`src/rtl/restoring_div_ctrl_if.sv`:
```
// Handshake and result bundle for the restoring divider controller.
// master drives the operands and start; slave returns status and results.
interface restoring_div_ctrl_if #(
  parameter int WIDTH = 5
);
  logic             start;
  logic [WIDTH-1:0] in_a;
  logic [WIDTH-1:0] in_b;
  logic             busy;
  logic             done;
  logic [WIDTH-1:0] out_q;
  logic [WIDTH-1:0] out_r;
  logic             div_zero;

  modport master (
    output start, in_a, in_b,
    input  busy, done, out_q, out_r, div_zero
  );

  modport slave (
    input  start, in_a, in_b,
    output busy, done, out_q, out_r, div_zero
  );
endinterface

```
`src/rtl/restoring_div_ctrl.sv`:
```
// Sequential unsigned restoring divider, one quotient bit per clock.
// state | meaning
// IDLE  | waiting for start; results of the last operation held
// RUN   | one restoring step per edge, WIDTH steps in total
// DONE  | one-cycle done pulse, then back to IDLE unconditionally
module restoring_div_ctrl #(
  parameter int WIDTH = 5
) (
  input  logic                 clk,
  input  logic                 reset_n,
  restoring_div_ctrl_if.slave  bus
);
  localparam int CW = $clog2(WIDTH);
  localparam logic [CW-1:0] LAST = CW'(WIDTH - 1);

  typedef enum logic [1:0] {
    IDLE = 2'd0,
    RUN  = 2'd1,
    DONE = 2'd2
  } state_t;

  state_t           state;
  logic [WIDTH-1:0] dvd_q;
  logic [WIDTH-1:0] dvs_q;
  logic [WIDTH-1:0] rem_q;
  logic [WIDTH-1:0] quo_q;
  logic [CW-1:0]    cnt_q;
  logic             busy_q;
  logic             done_q;
  logic             dz_q;

  logic [WIDTH:0]   trial;
  logic [WIDTH:0]   sub_b;
  logic [WIDTH-1:0] step_diff;
  logic [WIDTH-1:0] step_rem;
  logic             carry;

  // Ripple add of the complemented divisor; the final carry is "no borrow".
  always_comb begin
    trial     = {rem_q, dvd_q[WIDTH-1]};
    sub_b     = ~{1'b0, dvs_q};
    carry     = 1'b1;
    step_diff = '0;
    for (int i = 0; i <= WIDTH; i++) begin
      if (i < WIDTH) step_diff[i] = trial[i] ^ sub_b[i] ^ carry;
      carry = (trial[i] & sub_b[i]) | (carry & (trial[i] ^ sub_b[i]));
    end
    step_rem = carry ? step_diff : trial[WIDTH-1:0];
  end

  always_ff @(posedge clk or negedge reset_n) begin
    if (!reset_n) begin
      state  <= IDLE;
      dvd_q  <= '0;
      dvs_q  <= '0;
      rem_q  <= '0;
      quo_q  <= '0;
      cnt_q  <= '0;
      busy_q <= 1'b0;
      done_q <= 1'b0;
      dz_q   <= 1'b0;
    end else begin
      case (state)
        IDLE: begin
          if (bus.start) begin
            dvd_q <= bus.in_a;
            dvs_q <= bus.in_b;
            cnt_q <= '0;
            if (bus.in_b == '0) begin
              state  <= DONE;
              done_q <= 1'b1;
              dz_q   <= 1'b1;
              quo_q  <= '1;
              rem_q  <= bus.in_a;
            end else begin
              state  <= RUN;
              busy_q <= 1'b1;
              dz_q   <= 1'b0;
              quo_q  <= '0;
              rem_q  <= '0;
            end
          end
        end
        RUN: begin
          rem_q <= step_rem;
          quo_q <= {quo_q[WIDTH-2:0], carry};
          dvd_q <= {dvd_q[WIDTH-2:0], 1'b0};
          cnt_q <= cnt_q + CW'(1);
          if (cnt_q == LAST) begin
            state  <= DONE;
            busy_q <= 1'b0;
            done_q <= 1'b1;
          end
        end
        DONE: begin
          state  <= IDLE;
          done_q <= 1'b0;
        end
        default: begin
          state  <= IDLE;
          busy_q <= 1'b0;
          done_q <= 1'b0;
        end
      endcase
    end
  end

  assign bus.busy     = busy_q;
  assign bus.done     = done_q;
  assign bus.out_q    = quo_q;
  assign bus.out_r    = rem_q;
  assign bus.div_zero = dz_q;
endmodule
```
`src/flat_wrapper.sv`:
```
// flat-port wrapper written by rule: the top's interface ports become plain ports
module restoring_div_ctrl_flat 
#(
  parameter int WIDTH = 5
)
  (clk, reset_n, bus_start, bus_in_a, bus_in_b, bus_busy, bus_done, bus_out_q, bus_out_r, bus_div_zero);
  restoring_div_ctrl_if #(.WIDTH(WIDTH)) bus_i ();
  input  logic clk;
  input  logic reset_n;
  input wire logic [$bits(bus_i.start)-1:0] bus_start;
  input wire logic [$bits(bus_i.in_a)-1:0] bus_in_a;
  input wire logic [$bits(bus_i.in_b)-1:0] bus_in_b;
  output wire logic [$bits(bus_i.busy)-1:0] bus_busy;
  output wire logic [$bits(bus_i.done)-1:0] bus_done;
  output wire logic [$bits(bus_i.out_q)-1:0] bus_out_q;
  output wire logic [$bits(bus_i.out_r)-1:0] bus_out_r;
  output wire logic [$bits(bus_i.div_zero)-1:0] bus_div_zero;
  assign bus_i.start = bus_start;
  assign bus_i.in_a = bus_in_a;
  assign bus_i.in_b = bus_in_b;
  assign bus_busy = bus_i.busy;
  assign bus_done = bus_i.done;
  assign bus_out_q = bus_i.out_q;
  assign bus_out_r = bus_i.out_r;
  assign bus_div_zero = bus_i.div_zero;
  restoring_div_ctrl #(.WIDTH(WIDTH)) u_core (.clk(clk), .reset_n(reset_n), .bus(bus_i));
endmodule
```
`config.mk`:
```
export PLATFORM = sky130hd
export DESIGN_NAME = restoring_div_ctrl_flat
export DESIGN_NICKNAME = d
export VERILOG_FILES = /design/src/rtl/restoring_div_ctrl_if.sv /design/src/rtl/restoring_div_ctrl.sv /design/src/flat_wrapper.sv
export SDC_FILE = /design/constraint.sdc
export NUM_CORES = 1
export LEC_CHECK = 0
export ABC_AREA = 1
export CORE_MARGIN = 5
export CORE_UTILIZATION = 45
export CTS_CLUSTER_DIAMETER = 80
export CTS_CLUSTER_SIZE = 30
export DETAILED_ROUTE_END_ITERATION = 10
export PLACE_DENSITY = 0.7
export SLEW_MARGIN = 20
export SYNTH_ARGS = -nofsm -noshare
export SYNTH_HDL_FRONTEND = slang
export SYNTH_SLANG_ARGS = --single-unit
```
`constraint.sdc`:
```
create_clock -name clk -period 7.93 [get_ports clk]
set_clock_uncertainty 0.2 [all_clocks]
set_input_delay 2.379 -clock clk [delete_from_list [all_inputs] [get_ports clk]]
set_output_delay 2.379 -clock clk [all_outputs]
set_load 0.01 [all_outputs]
```
======== Yosys cells after proc, flatten, opt, wreduce, memory -nomap -nowiden ========
Index checks and enable logic that the tools add are counted.
operators by class
  add/subtract/negate cells ............... 1
  bitwise logic cells ..................... 30
  shift operators ......................... 0
  multiplexer cells ....................... 24
  reduce and logical (&&, ||, !) cells .... 8
  equal/unequal tests ..................... 7
  $mul .................................... 0
  $lt $le $gt $ge ......................... 0
  div/mod/pow operators ................... 0
operator list
  cell                   count
  $mux W5                6
  $pmux W5 S2            3
  $and A1 B1 Y1          11
  $xor A1 B1 Y1          10
  $mux W1                7
  $mux W2                3
  $not A5 Y6             1
  $or A1 B1 Y1           6
  $pmux W3 S2            1
  $reduce_and A2 Y1      3
  $logic_not A5 Y1       1
  $ne A2 B1 Y1 const B   2
  $ne A2 B2 Y1 const B   2
  $pmux W2 S2            1
  $reduce_and A4 Y1      1
  $add A3 B1 Y3 const B  1
  $eq A3 B3 Y1 const B   1
  $mux W3                1
  $pmux W1 S3            1
  $reduce_and A3 Y1      1
  $eq A2 B1 Y1 const B   1
  $eq A2 B2 Y1 const B   1
  $logic_not A2 Y1       1
  $not A1 Y1             2
  other kinds (2)        2
word-level totals
  memory bits (read-only) ................. 0
  RAM bits ................................ 0
  register bits ........................... 28
  memories kept ........................... 0
  input bits .............................. 13
  bits in latches ......................... 0
  output and inout port bits .............. 13

======== Longest topological paths before layout ========
  depth after elaboration ................. 15
  depth in mapped cells ................... 16

======== Worst setup path after synthesis ========
No wires, ideal clock.
  kind .................................... input to register
  from .................................... input port bus_in_b[0]
  to ...................................... register u_core.quo_q[0] (netlist: u_core.bus.out_q[0])
  data required time ...................... 7.646 ns
  arrival ................................. 2.982 ns
  stages on the path ...................... 5
  setup slack ............................. 4.664 ns
  setup time .............................. 0.084 ns
  cells stage by stage .................... nor2_1 nand2_1 nor2_1 nand2_1 a21boi_0
on the way
  cells in the longest elaborated chain, start to end .. 4
ends and longest elaborated chain
  what                  line                      RTL
  start, declared       flat_wrapper.sv:12        input wire logic [$bits(bus_i.in_b)-1:0] bus_in_b;
  $logic_not A5 Y1      restoring_div_ctrl.sv:69  if (bus.in_b == '0) begin
  $mux W5               restoring_div_ctrl.sv:69
  $mux W5               restoring_div_ctrl.sv:65  if (bus.start) begin
  $pmux W5 S2           restoring_div_ctrl.sv:63  case (state)
  end signal, assigned  restoring_div_ctrl.sv:86  quo_q <= {quo_q[WIDTH-2:0], carry};
  end, declared         restoring_div_ctrl.sv:26  logic [WIDTH-1:0] quo_q;
No other way between the ends. The select of a mux whose other input is x is not followed.
A chain may end at the register's enable or synchronous reset.

======== Final worst setup path ========
  from .................................... register u_core.rem_q[1] (netlist: u_core.bus.out_r[1])
  to ...................................... output port bus_out_r[1]
RTL lines
  what                    line                      RTL
  start, declared         restoring_div_ctrl.sv:25  logic [WIDTH-1:0] rem_q;
  start signal, assigned  restoring_div_ctrl.sv:74  rem_q <= bus.in_a;
  start signal, assigned  restoring_div_ctrl.sv:85  rem_q <= step_rem;
  end, declared           flat_wrapper.sv:16        output wire logic [$bits(bus_i.out_r)-1:0] bus_out_r;
No word-level cell between the ends.

==> metrics.md <==
| Metric | Value |
|---|---|
| Run status | `finished, final reports clean` |
| Top cells by count, synth | `nand2_1 (57), inv_1 (36), dfrtp_1 (28)` |
| CTS tree | `done` |
| Core footprint | `3310 um2` |
| Area contributors post-synth | `dfrtp_1 (46%), nand2_1 (14%), inv_1 (8.9%)` |
| Flop pwr share | `between 30% and 40%` |
| Clock transition at the registers of the reported paths | `0.15 ns` |
| Cell taking the most area after synthesis | `dfrtp_1` |
| Slew @ Worst Pin | `between 0.3 and 0.4 ns` |
| Remaining global-route overflow | `0` |
| Row count | `21` |
| Peak supply drop | `~0.00018 V` |
| CTS H-tree depth | `1` |
| Crit path max fanout | `4` |
| First-pass GRT wire length | `between 5000 and 6000 um` |
| Via/cell ratio | `roughly 4.6` |
| Drt drc | `0` |
| I/O Buffers | `25` |
| Buffer depth of the longest clock path | `2` |
| CTS Hold Bufs | `0` |
| Post-CTS Setup Inserts | `0` |
| Total wire length | `a little under 3000 um` |
| Die height | `between 60 and 70 um` |
| CTS buffer count | `3` |
| Critical path arrival | `roughly 1.4 ns` |
| Clk pwr share | `9.9%` |
| Fin. max-slew vios | `0` |
| Final Cycle Share | `roughly half` |
| Switch Pwr | `~0.00030 W` |
| Most common cell in the netlist | `nand2_1` |
| Post-synth EDFFs | `0` |
| Final Power | `approximately 0.00070 W` |
| Largest net degree at the start of global routing | `29` |
| Sequential area share after synthesis | `a little under half` |
| Number of fillers in the final layout | `roughly 350` |
| Int Pwr | `between 0.0003 and 0.0004 W` |
| Post-synthesis cell type count | `22` |
| # setup viols final | `0` |
| Antenna violations before repair | `0` |
| Post-DR wirelength/cell | `roughly 11 um` |
| Final hold vios | `0` |
| Pwr Density | `approximately 380 nW/um2` |
| Setup ws final | `approximately 4 ns` |
| Global Route Usage Sum | `between 10 and 15%` |
| FFs w/ async S/R, synth | `100%` |
| Crit path max-delay family | `buffers and inverters` |
| Switch share | `a little over two fifths` |
| Root buf cell | `clkbuf_4` |
| Slew margin rel. | `about 73%` |
| Yosys warns | `0` |
| Slowest CP cell | `clkdlybuf4s50_1` |
| Starting density of the core | `45.8%` |
| Worst skew pair latency | `approximately 0.33 ns` |
| Final antenna-violating net count | `0` |
| Clock sinks | `28` |
| Leakage | `0.958 nW` |
| Worst setup EP type | `primary output` |
| Hpwl dp | `2290 um` |
| Comb pwr share | `between 50% and 60%` |
| Max-cap violations | `0` |
| RSZ-0062 raised after global routing | `no` |
| Share of layout cells above drive strength 1 | `6.33%` |
| Data required, critical path | `between 5 and 6 ns` |
| Avg Inst Size Synth | `7.85 um2` |
| Horiz. Die Dim | `around 68 um` |
| HP Class | `flip-flop to flip-flop` |
| Post-layout nets | `242` |
| Inserted Diodes | `0` |
| CP Launch Type | `flip-flop` |
| Layout area overhead | `22.4%` |
| Pre-CTS setup slack | `slightly below 4 ns` |
| Mapped cell area | `1520 um2` |
| Mapped Cells | `just under 200` |
| Die Area | `~4600 um2` |
| Ports | `26` |
| Seq cells post-synth | `28` |
| DR iter-0 viols | `56` |
| Final GP Congestion | `~0.79` |
| FMAX | `about 0.25 GHz` |
| Post_cts resized | `0` |
| Yosys top cell area share | `46.2%` |
| Crit-path max cell delay | `around 0.57 ns` |
| Detailed Routing Iterations Pass 1 | `4` |
| Crit Path Class | `flip-flop to primary output` |
| Vias in the first global route | `1149` |
| Post-synth net total | `about 210` |
| Post-layout min period | `about 4 ns` |
| Main synth FF type | `dfrtp_1` |
| CP Buf/Inv Count | `1` |
| Vias | `~1200` |
| Critical path cell sequence | `clkdlybuf4s50_1` |
| Setup TNS | `0 ns` |
| Fin Hold WS | `approximately 0.27 ns` |
## state kept, by name (all words and copies together), names as in the netlist
| register | cells |
|---|---|
| u_core.bus.out_q | 5 |
| u_core.bus.out_r | 5 |
| u_core.dvd_q | 5 |
| u_core.dvs_q | 5 |
| u_core.cnt_q | 3 |
| u_core.state | 2 |
| u_core.bus.busy | 1 |
| u_core.bus.div_zero | 1 |
| u_core.bus.done | 1 |
## kinds of logic after synthesis
group | count (synthesis) | share of synthesized area, %
buffers and inverters | 41 | 10.7
DFF | 28 | 46.2
adders and majority gates | 7 | 7.76
and+or+nand+nor | 91 | 25.7
AOI/OAI and AO/OA | 26 | 9.66
## placed cells by master (no fill, tap or decap), types with 2 or more instances in the layout
cell	count
a21oi_1	3
clkbuf_4	3
clkdlybuf4s50_1	25
dfrtp_1	28
fa_1	4
ha_1	3
inv_1	36
inv_2	2
nand2_1	57
nand2_4	2
nand3_1	8
nor2_1	17
o21ai_0	14
o21ai_1	6
or2_0	4
## through the flow
stage	utilization (%)	instance area [um2]	std cells
2_1_floorplan	-	1520	193
3_3_place_gp	54.9	1820	263
3_5_place_dp	54.9	1820	263
6_report	56.0	1850	267
5_1_grt	56.0	1850	267
4_1_cts	56.0	1850	267
## area by class of cell
class | instances | area, um2 | area share (%)
Clock buffer | 4 | 36.3 | 1.96
Tap cell | 46 | 57.6 | 3.10
Multi-Input combinational cell | 124 | 653 | 35.2
Inverter | 39 | 149 | 8.03
Timing Repair Buffer | 26 | 258 | 13.9
Sequential cell | 28 | 701 | 37.8
## worst paths after layout
| kind | start | to | slack [ns] | depth (start not counted) |
|---|---|---|---|---|
| hold / removal | u_core.cnt_q[2] | u_core.cnt_q[2] | 0.27 | 1 |
| min in group asynchronous | reset_n | u_core.state[0] | 2.20 | 2 |
| setup reg to reg | u_core.dvs_q[0] | u_core.bus.out_r[4] | 5.19 | 14 |
| hold reg to reg | u_core.cnt_q[2] | u_core.cnt_q[2] | 0.27 | 1 |
| max in group asynchronous | reset_n | u_core.cnt_q[0] | 5.06 | 2 |
| setup / recovery | u_core.bus.out_r[1] | bus_out_r[1] | 4.00 | 1 |
## metal layers
metal / share of wire, % / vias up / track usage (%)
met1: 48 / 564 / 20.0
met5: 0 / - / 0
li1: - / 635 / -
met4: 1.3 / 0 / 4.47
met2: 46 / 23 / 22.6
met3: 4.4 / 5 / 2.46
## power groups by stage
| stage | Combinational [W] | Sequential [W] | Clock (W) |
|---|---|---|---|
| after detailed placement | 0.000383 | 0.000256 | 0 |
| final | 0.000377 | 0.000254 | 0.0000691 |
| after CTS | 0.000383 | 0.000255 | 0.0000712 |
| after floorplan | 0.000251 | 0.000262 | 0 |
| after global placement | 0.000376 | 0.000256 | 0 |
| after global routing | 0.000436 | 0.000263 | 0.0000758 |
(Power assumes the default switching activity.)
